$ cat src/rtl/upsampler_pkg.sv
// Shared types and constants for the horizontal fp16 zero-insertion upsampler.
package upsampler_pkg;

  localparam int COORD_WIDTH = 16;
  localparam logic [15:0] FP16_ZERO = 16'h0000;

  typedef enum logic [1:0] {
    S_FIRST,
    S_HOLD,
    S_EVEN,
    S_TAIL
  } state_t;

endpackage

$ cat src/rtl/upsampler_h_zero_insert_fp16.sv
// 2x horizontal zero insertion feeding a 1x3 convolution: emits one {left, centre, right}
// window per output column, two per accepted pixel, throttling the input through ready_o.
module upsampler_h_zero_insert_fp16
  import upsampler_pkg::*;
#(
  parameter int EXP_WIDTH    = 5,
  parameter int FRAC_WIDTH   = 10,
  parameter int FP_WIDTH_REG = 1 + EXP_WIDTH + FRAC_WIDTH,
  parameter int IMAGE_WIDTH  = 640
) (
  input  logic                               clk_i,
  input  logic                               rst_i,
  input  logic [FP_WIDTH_REG-1:0]            data_i,
  input  logic [COORD_WIDTH-1:0]             col_i,
  input  logic [COORD_WIDTH-1:0]             row_i,
  input  logic                               valid_i,
  output logic                               ready_o,
  output logic [0:2][FP_WIDTH_REG-1:0]       window_o,
  output logic [COORD_WIDTH-1:0]             col_o,
  output logic [COORD_WIDTH-1:0]             row_o,
  output logic                               valid_o
);

  localparam logic [FP_WIDTH_REG-1:0] ZERO_WORD = FP_WIDTH_REG'(FP16_ZERO);
  localparam logic [COORD_WIDTH-1:0]  LAST_K    = COORD_WIDTH'(IMAGE_WIDTH - 1);
  localparam logic [COORD_WIDTH-1:0]  TAIL_COL  = COORD_WIDTH'(2 * IMAGE_WIDTH - 1);

  state_t                          state_q, state_d;
  logic [COORD_WIDTH-1:0]          k_q, k_d;
  logic [FP_WIDTH_REG-1:0]         hold_q, hold_d;
  logic [COORD_WIDTH-1:0]          row_d, col_d;
  logic [0:2][FP_WIDTH_REG-1:0]    win_d;
  logic                            valid_d;
  logic                            accept;
  logic                            start_row;

  assign ready_o = (state_q == S_FIRST) || (state_q == S_HOLD);
  assign accept  = valid_i && ready_o;
  // A col_i==0 pixel arriving mid-row abandons the pending row and restarts at column 0.
  assign start_row = accept && ((state_q == S_FIRST) || (col_i == '0));

  // NOTE: every signal written here gets a default first, so no path leaves one unassigned
  // and no latch is inferred.
  always_comb begin
    state_d = state_q;
    k_d     = k_q;
    hold_d  = hold_q;
    row_d   = row_o;
    col_d   = col_o;
    win_d   = window_o;
    valid_d = 1'b0;

    if (start_row) begin
      hold_d  = data_i;
      k_d     = '0;
      row_d   = row_i;
      col_d   = '0;
      win_d   = {ZERO_WORD, data_i, ZERO_WORD};
      valid_d = 1'b1;
      state_d = (IMAGE_WIDTH == 1) ? S_TAIL : S_HOLD;
    end else begin
      case (state_q)
        S_HOLD: begin
          if (accept) begin
            col_d   = {k_q[COORD_WIDTH-2:0], 1'b1};
            win_d   = {hold_q, ZERO_WORD, data_i};
            valid_d = 1'b1;
            hold_d  = data_i;
            k_d     = k_q + COORD_WIDTH'(1);
            state_d = S_EVEN;
          end
        end
        S_EVEN: begin
          col_d   = {k_q[COORD_WIDTH-2:0], 1'b0};
          win_d   = {ZERO_WORD, hold_q, ZERO_WORD};
          valid_d = 1'b1;
          state_d = (k_q == LAST_K) ? S_TAIL : S_HOLD;
        end
        S_TAIL: begin
          // Right boundary replicates the last pixel.
          col_d   = TAIL_COL;
          win_d   = {hold_q, ZERO_WORD, hold_q};
          valid_d = 1'b1;
          state_d = S_FIRST;
        end
        default: ;
      endcase
    end
  end

  // NOTE: sequential state uses non-blocking assignments so every register samples
  // the pre-edge values regardless of statement order.
  always_ff @(posedge clk_i) begin
    if (rst_i) begin
      state_q  <= S_FIRST;
      k_q      <= '0;
      hold_q   <= '0;
      row_o    <= '0;
      col_o    <= '0;
      window_o <= '0;
      valid_o  <= 1'b0;
    end else begin
      state_q  <= state_d;
      k_q      <= k_d;
      hold_q   <= hold_d;
      row_o    <= row_d;
      col_o    <= col_d;
      window_o <= win_d;
      valid_o  <= valid_d;
    end
  end

endmodule

$ cat config.mk
export PLATFORM = sky130hd
export DESIGN_NAME = upsampler_h_zero_insert_fp16
export DESIGN_NICKNAME = d
export VERILOG_FILES = /design/src/rtl/upsampler_pkg.sv /design/src/rtl/upsampler_h_zero_insert_fp16.sv
export SDC_FILE = /design/constraint.sdc
export NUM_CORES = 1
export LEC_CHECK = 0
export BUFFER_PORTS_ARGS = -buffer_cell sky130_fd_sc_hd__buf_2
export CORE_MARGIN = 2
export CORE_UTILIZATION = 51
export DETAILED_ROUTE_END_ITERATION = 16
export PLACE_DENSITY = 0.87
export SKIP_LAST_GASP = 1
export SYNTH_ARGS = -nofsm -noshare
export SYNTH_HDL_FRONTEND = slang
export SYNTH_SLANG_ARGS = --single-unit
$ cat constraint.sdc
create_clock -name clk_i -period 2 [get_ports clk_i]
set_input_delay 0.4 -clock clk_i [delete_from_list [all_inputs] [get_ports clk_i]]
set_output_delay 0.4 -clock clk_i [all_outputs]
set_load 0.01 [all_outputs]
; ---- Word-level counts from Yosys, hierarchy flattened
; Index checks and enable logic that the tools add are counted.
; Widths: inputs -> output; s select.
[word_totals]
romBits = 0
latch_bits = 0
out_inout_bits = 82
regBits = 115
input_bits = 51
mem_count = 0
ram_bits = 0
[classes]
mux = 15
n_div = 0
bitwise_logic = 0
mul = 0
reduce_logical = 16
n_shift = 0
order_cmp = 0
eq_ne = 6
addsub = 1
[ops]
columns = op, n
row1 = $pmux 48 s3, 1
row2 = $mux 16, 4
row3 = $mux 48, 1
row4 = $pmux 16 s3, 1
row5 = $mux 32, 1
row6 = $add 16x1->16 const B, 1
row7 = $eq 16x10->1 const B, 1
row8 = $logic_not 16->1, 1
row9 = $reduce_and 2->1, 4
row10 = $pmux 2 s3, 1
row11 = $eq 2x2->1 const B, 2
row12 = $mux 2, 2
row13 = $reduce_bool 2->1, 2
row14 = $reduce_bool 4->1, 1
row15 = $reduce_or 2->1, 2
row16 = $mux 1, 3
row17 = $ne 3x3->1 const B, 1
row18 = $reduce_bool 3->1, 1
row19 = $eq 2x1->1 const B, 1
row20 = $logic_and 1x1->1, 2
row21 = $logic_not 2->1, 1
row22 = $logic_or 1x1->1, 2
row23 = $ne 2x2->1 const B, 1
row24 = $pmux 1 s2, 1

; ---- Logic depth before layout (Yosys ltp)
; Gate-level depths: netlist (run 1).
[logic_depth]
word_depth = 6
mapped_depth = 8
depth_no_buf = 5

; ---- Worst setup path before layout (run 1)
; Ideal clock, no wire load.
[synth_path]
path_kind = reg-to-reg
from = register k_q[0]
to = register k_q[10]
setup_slack_ns = 0.207
arrival_ns = 1.724
required_ns = 1.930
stages_incl_launch_ff = 7
n_path_buf = 1
setup_ns = 0.070
path_cell_list = dfxtp_1 > ha_1 > nand2_1 > or4_1 > buf_2 > or3_1 > a21oi_1
[synth_between]
elab_chain_len = 1
[synth_rtl]
columns = element, line
row1 = start: declaration, upsampler_h_zero_insert_fp16.sv:29  ; logic [COORD_WIDTH-1:0] k_q, k_d;
row2 = start signal: assignment, upsampler_h_zero_insert_fp16.sv:104  ; k_q <= k_d;
row3 = $add 16x1->16, upsampler_h_zero_insert_fp16.sv:69  ; k_d = k_q + COORD_WIDTH'(1);
; Every way passes these cells.
; A chain may end at the register's enable or synchronous reset.

; ---- Worst setup path after layout (run 1)
[layout_path]
from = register state_q[1]
to = output port ready_o
[layout_between]
elab_chain_len = 2
[layout_rtl]
columns = element, line
row1 = start: declaration, upsampler_h_zero_insert_fp16.sv:28  ; state_t state_q, state_d;
row2 = start signal: assignment, upsampler_h_zero_insert_fp16.sv:103  ; state_q <= state_d;
row3 = $eq 2x1->1 / $logic_not 2->1 (equally long branches), upsampler_h_zero_insert_fp16.sv:37  ; assign ready_o = (state_q == S_FIRST) || (state_q == S_HOLD);
row4 = $logic_or 1x1->1 *, upsampler_h_zero_insert_fp16.sv:37
row5 = end: declaration, upsampler_h_zero_insert_fp16.sv:17  ; output logic ready_o,
; Every way passes the cells marked *; elsewhere a longest branch is shown, timed or not.

==> results of run 1 <==
flip-flops by register name, indices dropped and copies added (netlist names):
register	flops
valid_o	1
window_o	48
hold_q	16
row_o	16
state_q	2
k_q	16
col_o	16
cell type report:
| type | count | share of cell area, % |
|---|---|---|
| Clock inverter | 12 | 2.95 |
| Multi-Input combinational cell | 362 | 34.9 |
| Clock buffer | 20 | 7.30 |
| Sequential cell | 115 | 37.7 |
| Tap cell | 108 | 2.21 |
| Timing Repair Buffer | 157 | 14.4 |
| Inverter | 7 | 0.492 |
worst max-delay path: stages, from the launching register on:
cell and delay, ns:
dfxtp_1 0.45, buf_6 0.23, clkinvlp_4 0.13, buf_2 0.15
cells by family after synthesis:
logic type | after synthesis | share of synthesized area, %
xor gates and xnor gates | 7 | 1.33
muxes | 25 | 5.69
adders and majority gates | 1 | 0.272
AOI/OAI and AO/OA | 125 | 18.4
and+or+nand+nor | 204 | 20.2
buffers and inverters | 42 | 4.00
DFF | 115 | 50.1
per-stage QoR:
stage	worst slack [ns]	power (µW)	cell area [µm²]	hold WS [ns]
finish	0.124	6150	6100	0.107
global route	0.0423	6320	6100	0.112
CTS	0.0850	6150	6090	0.107
detailed placement	-0.0547	3000	5450	0.449
global placement	0.0311	2980	5450	0.437
floorplan	0.207	2770	4590	0.457
routing by layer:
metal	vias up	wire length (µm)	track usage [%]
met5	-	0	0
met4	0	388	14.5
met3	41	1130	8.37
met2	252	6960	47.9
met1	2182	5140	32.4
li1	2095	-	-
worst paths after layout:
check	startpoint	endpoint
max reg2reg	state_q[0]	window_o[27]
max	state_q[1]	ready_o
min	data_i[10]	window_o[26]
min reg2reg	col_o[11]	col_o[11]
timing repair:
| action | in CTS | in global routing |
|---|---|---|
| endpoints found under the setup margin | 1 | 16 |
| gates resized for setup | 1 | 3 |
| pin swaps | 0 | 0 |
| setup buffers | 1 | 0 |
layout by cell type (no fill, tap or decap), types with 7 or more instances in the layout:
cell and n:
buf_2 132, nand2_1 122, dfxtp_1 115, a21oi_1 43, nor2_1 34, a22oi_1 23
buf_4 22, a22o_1 21, mux2i_1 16, clkbuf_16 16, a21o_1 14, a31oi_1 9
mux2_2 9, o21ai_0 7
power breakdown:
part | internal (µW) | switching [µW] | leakage [µW]
Clock | 2090 | 1080 | 0.000289
Sequential | 2370 | 57.9 | 0.000935
Combinational | 221 | 332 | 0.00150
==> impl_metrics.tcl, run 1 <==
set metrics [dict create \
    status "complete, no violations" \
    cap_viol_max_count 0 \
    synth_nets 571 \
    nets 712 \
    die_h_um 98.9 \
    ys_seq_elements 115 \
    setup_violations 0 \
    seqCellArea_mm2 0.00230 \
    ir_drop_mv 0.750 \
    fin_crit_ns 1.88 \
    powerDensity_mw_per_mm2 1010 \
    synth_common_cells "122 x nand2_1, 115 x dfxtp_1, 43 x a21oi_1" \
    ys_warn_count 0 \
    critPathKind "register to output port" \
    worstPathArrival_ns 1.48 \
    clk_latency_ns 0.52 \
    rsz0062_at_grt "false" \
    synth_cell_type_count 45 \
    drtIter0Drc 381 \
    routed_wl_mm 13.6 \
    whs_path_depth 2 \
    cts-htree-levels 4 \
    vias 4570 \
    diodes 0 \
    netlist_instances 519 \
    avgRoutedWirePerCell_um 17.4 \
    track_usage_pct 28.3 \
    critPathMaxFanout 15 \
    multiInputGateArea_mm2 0.00213 \
    syn_to_final_growth_pct 32.8 \
    finalCoreUtilization_pct 70.0 \
    cts_tree "yes" \
    holdBufCountCts 0 \
    cts_buffers 17 \
    leakage_uw 0.00272 \
    core_area_mm2 0.00872 \
    grt_start_max_net_pins 34 \
    synthTopCellsByArea "dfxtp_1 50%, nand2_1 10%, a21oi_1 4.7%" \
    clock-sinks 115 \
    drv_slew 0 \
    yosysTopAreaCellShare_pct 50.1 \
    reg2reg_depth 5 \
    cp-start-kind "register" \
    root_buffer "clkbuf_8" \
    clk_pin_slew_ns 0.06 \
    start_util_pct 52.7 \
    antenna_found_initial 0 \
    num_io_pins 133 \
    antenna_left 0 \
    max_slew_margin_pct 21.0 \
    grt-ovfl-total 0 \
    final_layout_size_suffix_gt1_share_pct 32.2 \
    worst_slew_pin_slew_ns 1.18 \
    fmax_mhz 533 \
    hold_violations 0 \
    hp-class "input pin to register" \
    row_count 34 \
    ys.flop_type "dfxtp_1" \
    synth_top_area_cell "dfxtp_1" \
    yosysMostFrequentCell "nand2_1" \
    final-instance-count-excl-fill 781 \
    dp_hpwl_mm 8.94 \
    grt_pass1_vias 4644 \
    min_period_over_period_pct 93.8 \
    gp_congestion 0.854 \
    dp.cells 748 \
    synth-edff-count 0 \
    cp-end-kind "output port" \
    synth_area_per_cell_um2 8.85 \
    port_buffers 132 \
    fp.dieW_um 98.9 \
    async_flop_share_pct 0 \
    dr.pass1.iters 6 \
    vias_per_cell 5.85 \
    clock_skew_ns 0.0114 \
    grt_pass1_wl_mm 22.3 \
    n_fill_cell 626 \
    dieArea_mm2 0.00978 \
    syn_area_mm2 0.00459 \
    crit_required_ns 1.60 \
    cts_buffer_depth 2 \
    setup-tns-final_ns 0 \
    seq_area_frac_synth_pct 50.1 \
    regToRegSetupSlack_ns 0.16 \
    drc_errors 0 \
]
Power figures use the tool's default switching activity.
==> run 2: changes to the inputs <==
--- a/config.mk
+++ b/config.mk
@@ -7,9 +7,9 @@
 export LEC_CHECK = 0
 export BUFFER_PORTS_ARGS = -buffer_cell sky130_fd_sc_hd__buf_2
 export CORE_MARGIN = 2
-export CORE_UTILIZATION = 51
+export CORE_UTILIZATION = 30
 export DETAILED_ROUTE_END_ITERATION = 16
-export PLACE_DENSITY = 0.87
+export PLACE_DENSITY = 0.59
 export SKIP_LAST_GASP = 1
 export SYNTH_ARGS = -nofsm -noshare
 export SYNTH_HDL_FRONTEND = slang
==> run 2 against run 1 <==
  * Non-clock buffer count rose by 5
  * Clock skew up 0.0010 ns
  * Sequential share of layout area decreased by 0.68 points
  * Critical path type is now register to register
==> impl_metrics.tcl, run 2 (same netlist as run 1, synthesis figures left out) <==
set metrics [dict create \
    slowest_stage "or4_1" \
    whs_path_depth 2 \
    mostFrequentLayoutCells "132 x buf_2, 122 x nand2_1, 114 x dfxtp_1" \
    drv_slew 0 \
    mostFrequentLayoutCell "buf_2" \
    root_buffer "clkbuf_16" \
    grt_pass1_wl_mm 21.1 \
    antenna_found_initial 0 \
    cts_buffer_depth 2 \
    row_count 45 \
    final-instance-count-excl-fill 866 \
    path_cells "ha_1 -> nand2_1 -> or4_1 -> or3_1 -> a21oi_1" \
    clk_latency_ns 0.41 \
    setup_violations 0 \
    avgRoutedWirePerCell_um 15.4 \
    critPathMaxStageDelay_ns 0.64 \
    final_layout_size_suffix_gt1_share_pct 32.4 \
    worstPathArrival_ns 2.19 \
    rsz0062_at_grt "false" \
    dp_hpwl_mm 9.54 \
    grt-ovfl-total 0 \
    gp_congestion 0.779 \
    hold_violations 0 \
    holdBufCountCts 0 \
    nets 717 \
    clk_pin_slew_ns 0.05 \
    critPathKind "register to register" \
    port_buffers 132 \
    dr.pass1.iters 4 \
    leakage_uw 0.00276 \
    ir_drop_mv 0.583 \
    cp.depth 5 \
    cap_viol_max_count 0 \
    vias 4276 \
    hp-class "input pin to register" \
    max_slew_margin_pct 25.7 \
    dieArea_mm2 0.0163 \
    final_area_mm2 0.00622 \
    status "complete, no violations" \
    cp-end-kind "register" \
    fin_crit_ns 1.86 \
    cts_buffers 17 \
    fmax_mhz 539 \
    largest_reg_flops 48 \
    clock_skew_ns 0.0124 \
    drtIter0Drc 300 \
    seqCellArea_mm2 0.00230 \
    n_fill_cell 1535 \
    grt_pass1_vias 4210 \
    die_h_um 128 \
    setup-tns-final_ns 0 \
    powerDensity_mw_per_mm2 964 \
    routed_wl_mm 13.3 \
    core_area_mm2 0.0151 \
    antenna_left 0 \
    worst_slew_pin_slew_ns 1.11 \
    critPathMaxFanout 7 \
    drc_errors 0 \
    regMostFlops "window_o" \
    clock-sinks 115 \
    placed_area_mm2 0.00559 \
    grt_start_max_net_pins 37 \
    crit_required_ns 2.34 \
    multiInputGateArea_mm2 0.00213 \
    dp.cells 831 \
    diodes 0 \
    cp_num_buf_inv 0 \
    cts-htree-levels 4 \
    track_usage_pct 16.5 \
    vias_per_cell 4.94 \
    syn_to_final_growth_pct 35.3 \
    reg2reg_depth 5 \
    cp-start-kind "register" \
    cts_tree "yes" \
    num_io_pins 133 \
    fp.dieW_um 128 \
    min_period_over_period_pct 92.8 \
    critical-path-top-delay-family "simple AND/OR/NAND/NOR gates" \
    start_util_pct 30.4 \
]
[run 2: cell types whose count changed in the layout (fill, tap and decap cells not counted), moves of 2 or more]
cell	delta
clkinv_2	+6
buf_4	+5
clkinvlp_4	-5
nor2_2	-2
[run 2: metal layers]
layer,GRT usage [%],vias to the layer above,share of wire [%]
li1,-,2114,-
met5,0,-,0
met3,5.18,12,4.3
met1,19.7,2050,43
met4,5.49,0,1.6
met2,28.1,100,51
[run 2: final cells by class]
class / count / area share [%]
clock buffers: 21 / 7.41
clock inverters: 11 / 2.15
inverters: 7 / 0.483
multi-input cells: 362 / 34.3
flip-flops and latches: 115 / 37.1
well taps: 188 / 3.78
repair buffers: 162 / 14.9
[run 2: stage by stage]
step                      utilization, %  power (µW)  setup WS, ns  hold WS (ns)
after CTS                           41.0        6050        0.0542         0.213
after global placement              37.1        3010         0.163         0.439
after global routing                41.2        6230        0.0485         0.215
after detailed placement            37.1        3030         0.112         0.453
after floorplan                        -        2770         0.207         0.457
final                               41.2        5990         0.145         0.222
[run 2: timing repair]
item                       CTS  global route
setup endpoints to repair    1             1
resized for setup            2             0
buffers inserted             0             3
[run 2: path summary, 6_finish.rpt]
kind | startpoint | end | slack, ns
worst max-delay path | k_q[0] | k_q[12] | 0.14
worst min-delay path | data_i[4] | window_o[20] | 0.22
worst max register to register | k_q[0] | k_q[12] | 0.14
worst min register to register | row_o[8] | row_o[8] | 0.46
[run 2: power by group]
group | total (µW) | internal [µW] | switching (µW)
logic | 550 | 229 | 321
registers | 2430 | 2370 | 56.4
clock network | 3010 | 2010 | 1010
total | 5990 | 4610 | 1380
==> run 3: changes to the inputs <==
--- a/config.mk
+++ b/config.mk
@@ -8,6 +8,7 @@
 export BUFFER_PORTS_ARGS = -buffer_cell sky130_fd_sc_hd__buf_2
 export CORE_MARGIN = 2
 export CORE_UTILIZATION = 30
+export CTS_BUF_LIST = sky130_fd_sc_hd__clkbuf_8 sky130_fd_sc_hd__clkbuf_16
 export DETAILED_ROUTE_END_ITERATION = 16
 export PLACE_DENSITY = 0.59
 export SKIP_LAST_GASP = 1
==> constraint.sdc (replaced) <==
create_clock -name clk_i -period 2 [get_ports clk_i]
set_input_delay 0.1 -clock clk_i [delete_from_list [all_inputs] [get_ports clk_i]]
set_output_delay 0.1 -clock clk_i [all_outputs]
set_load 0.01 [all_outputs]
==> run 3 against run 2 <==
  * Critical path depth stayed put
  * Routed wire length is 3.1% higher
  * Register-to-register slack worse by 0.05 ns
  * Combinational power is 6.7% higher
  * Power is 3.2% higher
  * Setup slack worse by 0.054 ns
  * First-iteration DRC count is 18% lower
==> impl_metrics.tcl, run 3 (same netlist as run 1, synthesis figures left out) <==
set metrics [dict create \
    grt_pass1_wl_mm 21.9 \
    critPathMaxStageDelay_ns 0.59 \
    cp-start-kind "register" \
    ir_drop_mv 0.461 \
    cap_viol_max_count 0 \
    setup-tns-final_ns 0 \
    avgRoutedWirePerCell_um 15.5 \
    finalCoreUtilization_pct 43.1 \
    crit_required_ns 2.33 \
    vias 4342 \
    multiInputGateArea_mm2 0.00215 \
    met3_usage_pct 5.51 \
    clk_pin_slew_ns 0.05 \
    root_buffer "clkbuf_16" \
    nets 740 \
    clock_skew_ns 0.0126 \
    dr.pass1.iters 4 \
    gp_congestion 0.778 \
    row_count 45 \
    core_area_mm2 0.0151 \
    num_io_pins 133 \
    seqCellArea_mm2 0.00230 \
    regToRegSetupSlack_ns 0.09 \
    path_cells "ha_1 -> nand2_1 -> or4_4 -> or3_1 -> a21oi_1" \
    grt-ovfl-total 0 \
    drc_errors 0 \
    critPathKind "register to register" \
    drtIter0Drc 246 \
    largest_reg_flops 48 \
    antenna_found_initial 0 \
    fin_crit_ns 1.91 \
    cp-end-kind "register" \
    rsz0062_at_grt "false" \
    vias_per_cell 4.88 \
    min_period_over_period_pct 95.4 \
    dieArea_mm2 0.0163 \
    mostFrequentLayoutCell "buf_2" \
    clock-sinks 115 \
    cts_tree "yes" \
    critPathMaxFanout 7 \
    worstPathArrival_ns 2.24 \
    fp.dieW_um 128 \
    die_h_um 128 \
    max_slew_margin_pct 51.1 \
    critical-path-top-delay-family "simple AND/OR/NAND/NOR gates" \
    regMostFlops "window_o" \
    status "complete, no violations" \
    mostFrequentLayoutCells "132 x buf_2, 122 x nand2_1, 114 x dfxtp_1" \
    start_util_pct 30.4 \
    cts_buffer_depth 2 \
    fmax_mhz 524 \
    final_layout_size_suffix_gt1_share_pct 30.4 \
    powerDensity_mw_per_mm2 951 \
    dp_hpwl_mm 9.42 \
    met2_usage_pct 29.1 \
    syn_to_final_growth_pct 41.7 \
    cts_buffers 17 \
    slowest_stage "or4_4" \
    setup_violations 0 \
    routed_wl_mm 13.8 \
    cp_num_buf_inv 0 \
    hold_violations 0 \
    clk_latency_ns 0.41 \
    holdWs_ns 0.107 \
    track_usage_pct 17.3 \
    port_buffers 132 \
    diodes 0 \
    n_fill_cell 1497 \
    cts-htree-levels 4 \
    finalPower_uw 6190 \
    worst_slew_pin_slew_ns 0.732 \
    dpl_worst_slack_ns 0.0251 \
    grt_start_max_net_pins 37 \
    setup_slack_ns 0.0913 \
    drv_slew 0 \
    hp-class "input pin to register" \
    leakage_uw 0.00287 \
    grtUsageMet1_pct 20.3 \
    antenna_left 0 \
    grt_pass1_vias 4326 \
    grt.busiest_layer "met2" \
]
## run 3: repair_timing
action                                  CTS  global route
resized for setup                         0             4
buffers inserted                          0             0
hold endpoints to repair                 47             0
hold buffers                             32             0
endpoints found under the setup margin    0            17
## run 3: stage by stage
stage	std cells	cell area, µm²
2_1_floorplan	519	4590
3_3_place_gp	825	5540
3_5_place_dp	825	5540
4_1_cts	889	6490
5_1_grt	889	6510
6_report	889	6510
## run 3: worst paths after layout
kind                 to  cells past startpoint  startpoint
max             k_q[12]                      5      k_q[1]
min          hold_q[15]                      2       rst_i
max reg2reg     k_q[12]                      5      k_q[1]
min reg2reg   col_o[12]                      2   col_o[12]
## run 3: metal layers
| metal | part of all wire (%) | wire [µm] |
|---|---|---|
| met3 | 4.5 | 624 |
| met2 | 50 | 6920 |
| met4 | 1.9 | 259 |
| met1 | 43 | 5950 |
| met5 | 0 | 0 |
## run 3: where the power goes
part,switching (µW),total (µW),internal [µW],leakage [µW]
combinational,331,587,257,0.00162
clock,1020,3170,2150,0.000319
sequential,57.4,2430,2370,0.000935
total,1410,6190,4780,0.00287
## run 3: layout make-up
| cell class | count | area share [%] |
|---|---|---|
| clock inverter | 9 | 1.90 |
| multi-input combinational | 362 | 33.0 |
| sequential | 115 | 35.4 |
| clock buffer | 23 | 7.81 |
| timing repair buffer | 185 | 17.9 |
| tap | 188 | 3.62 |
| inverter | 7 | 0.404 |
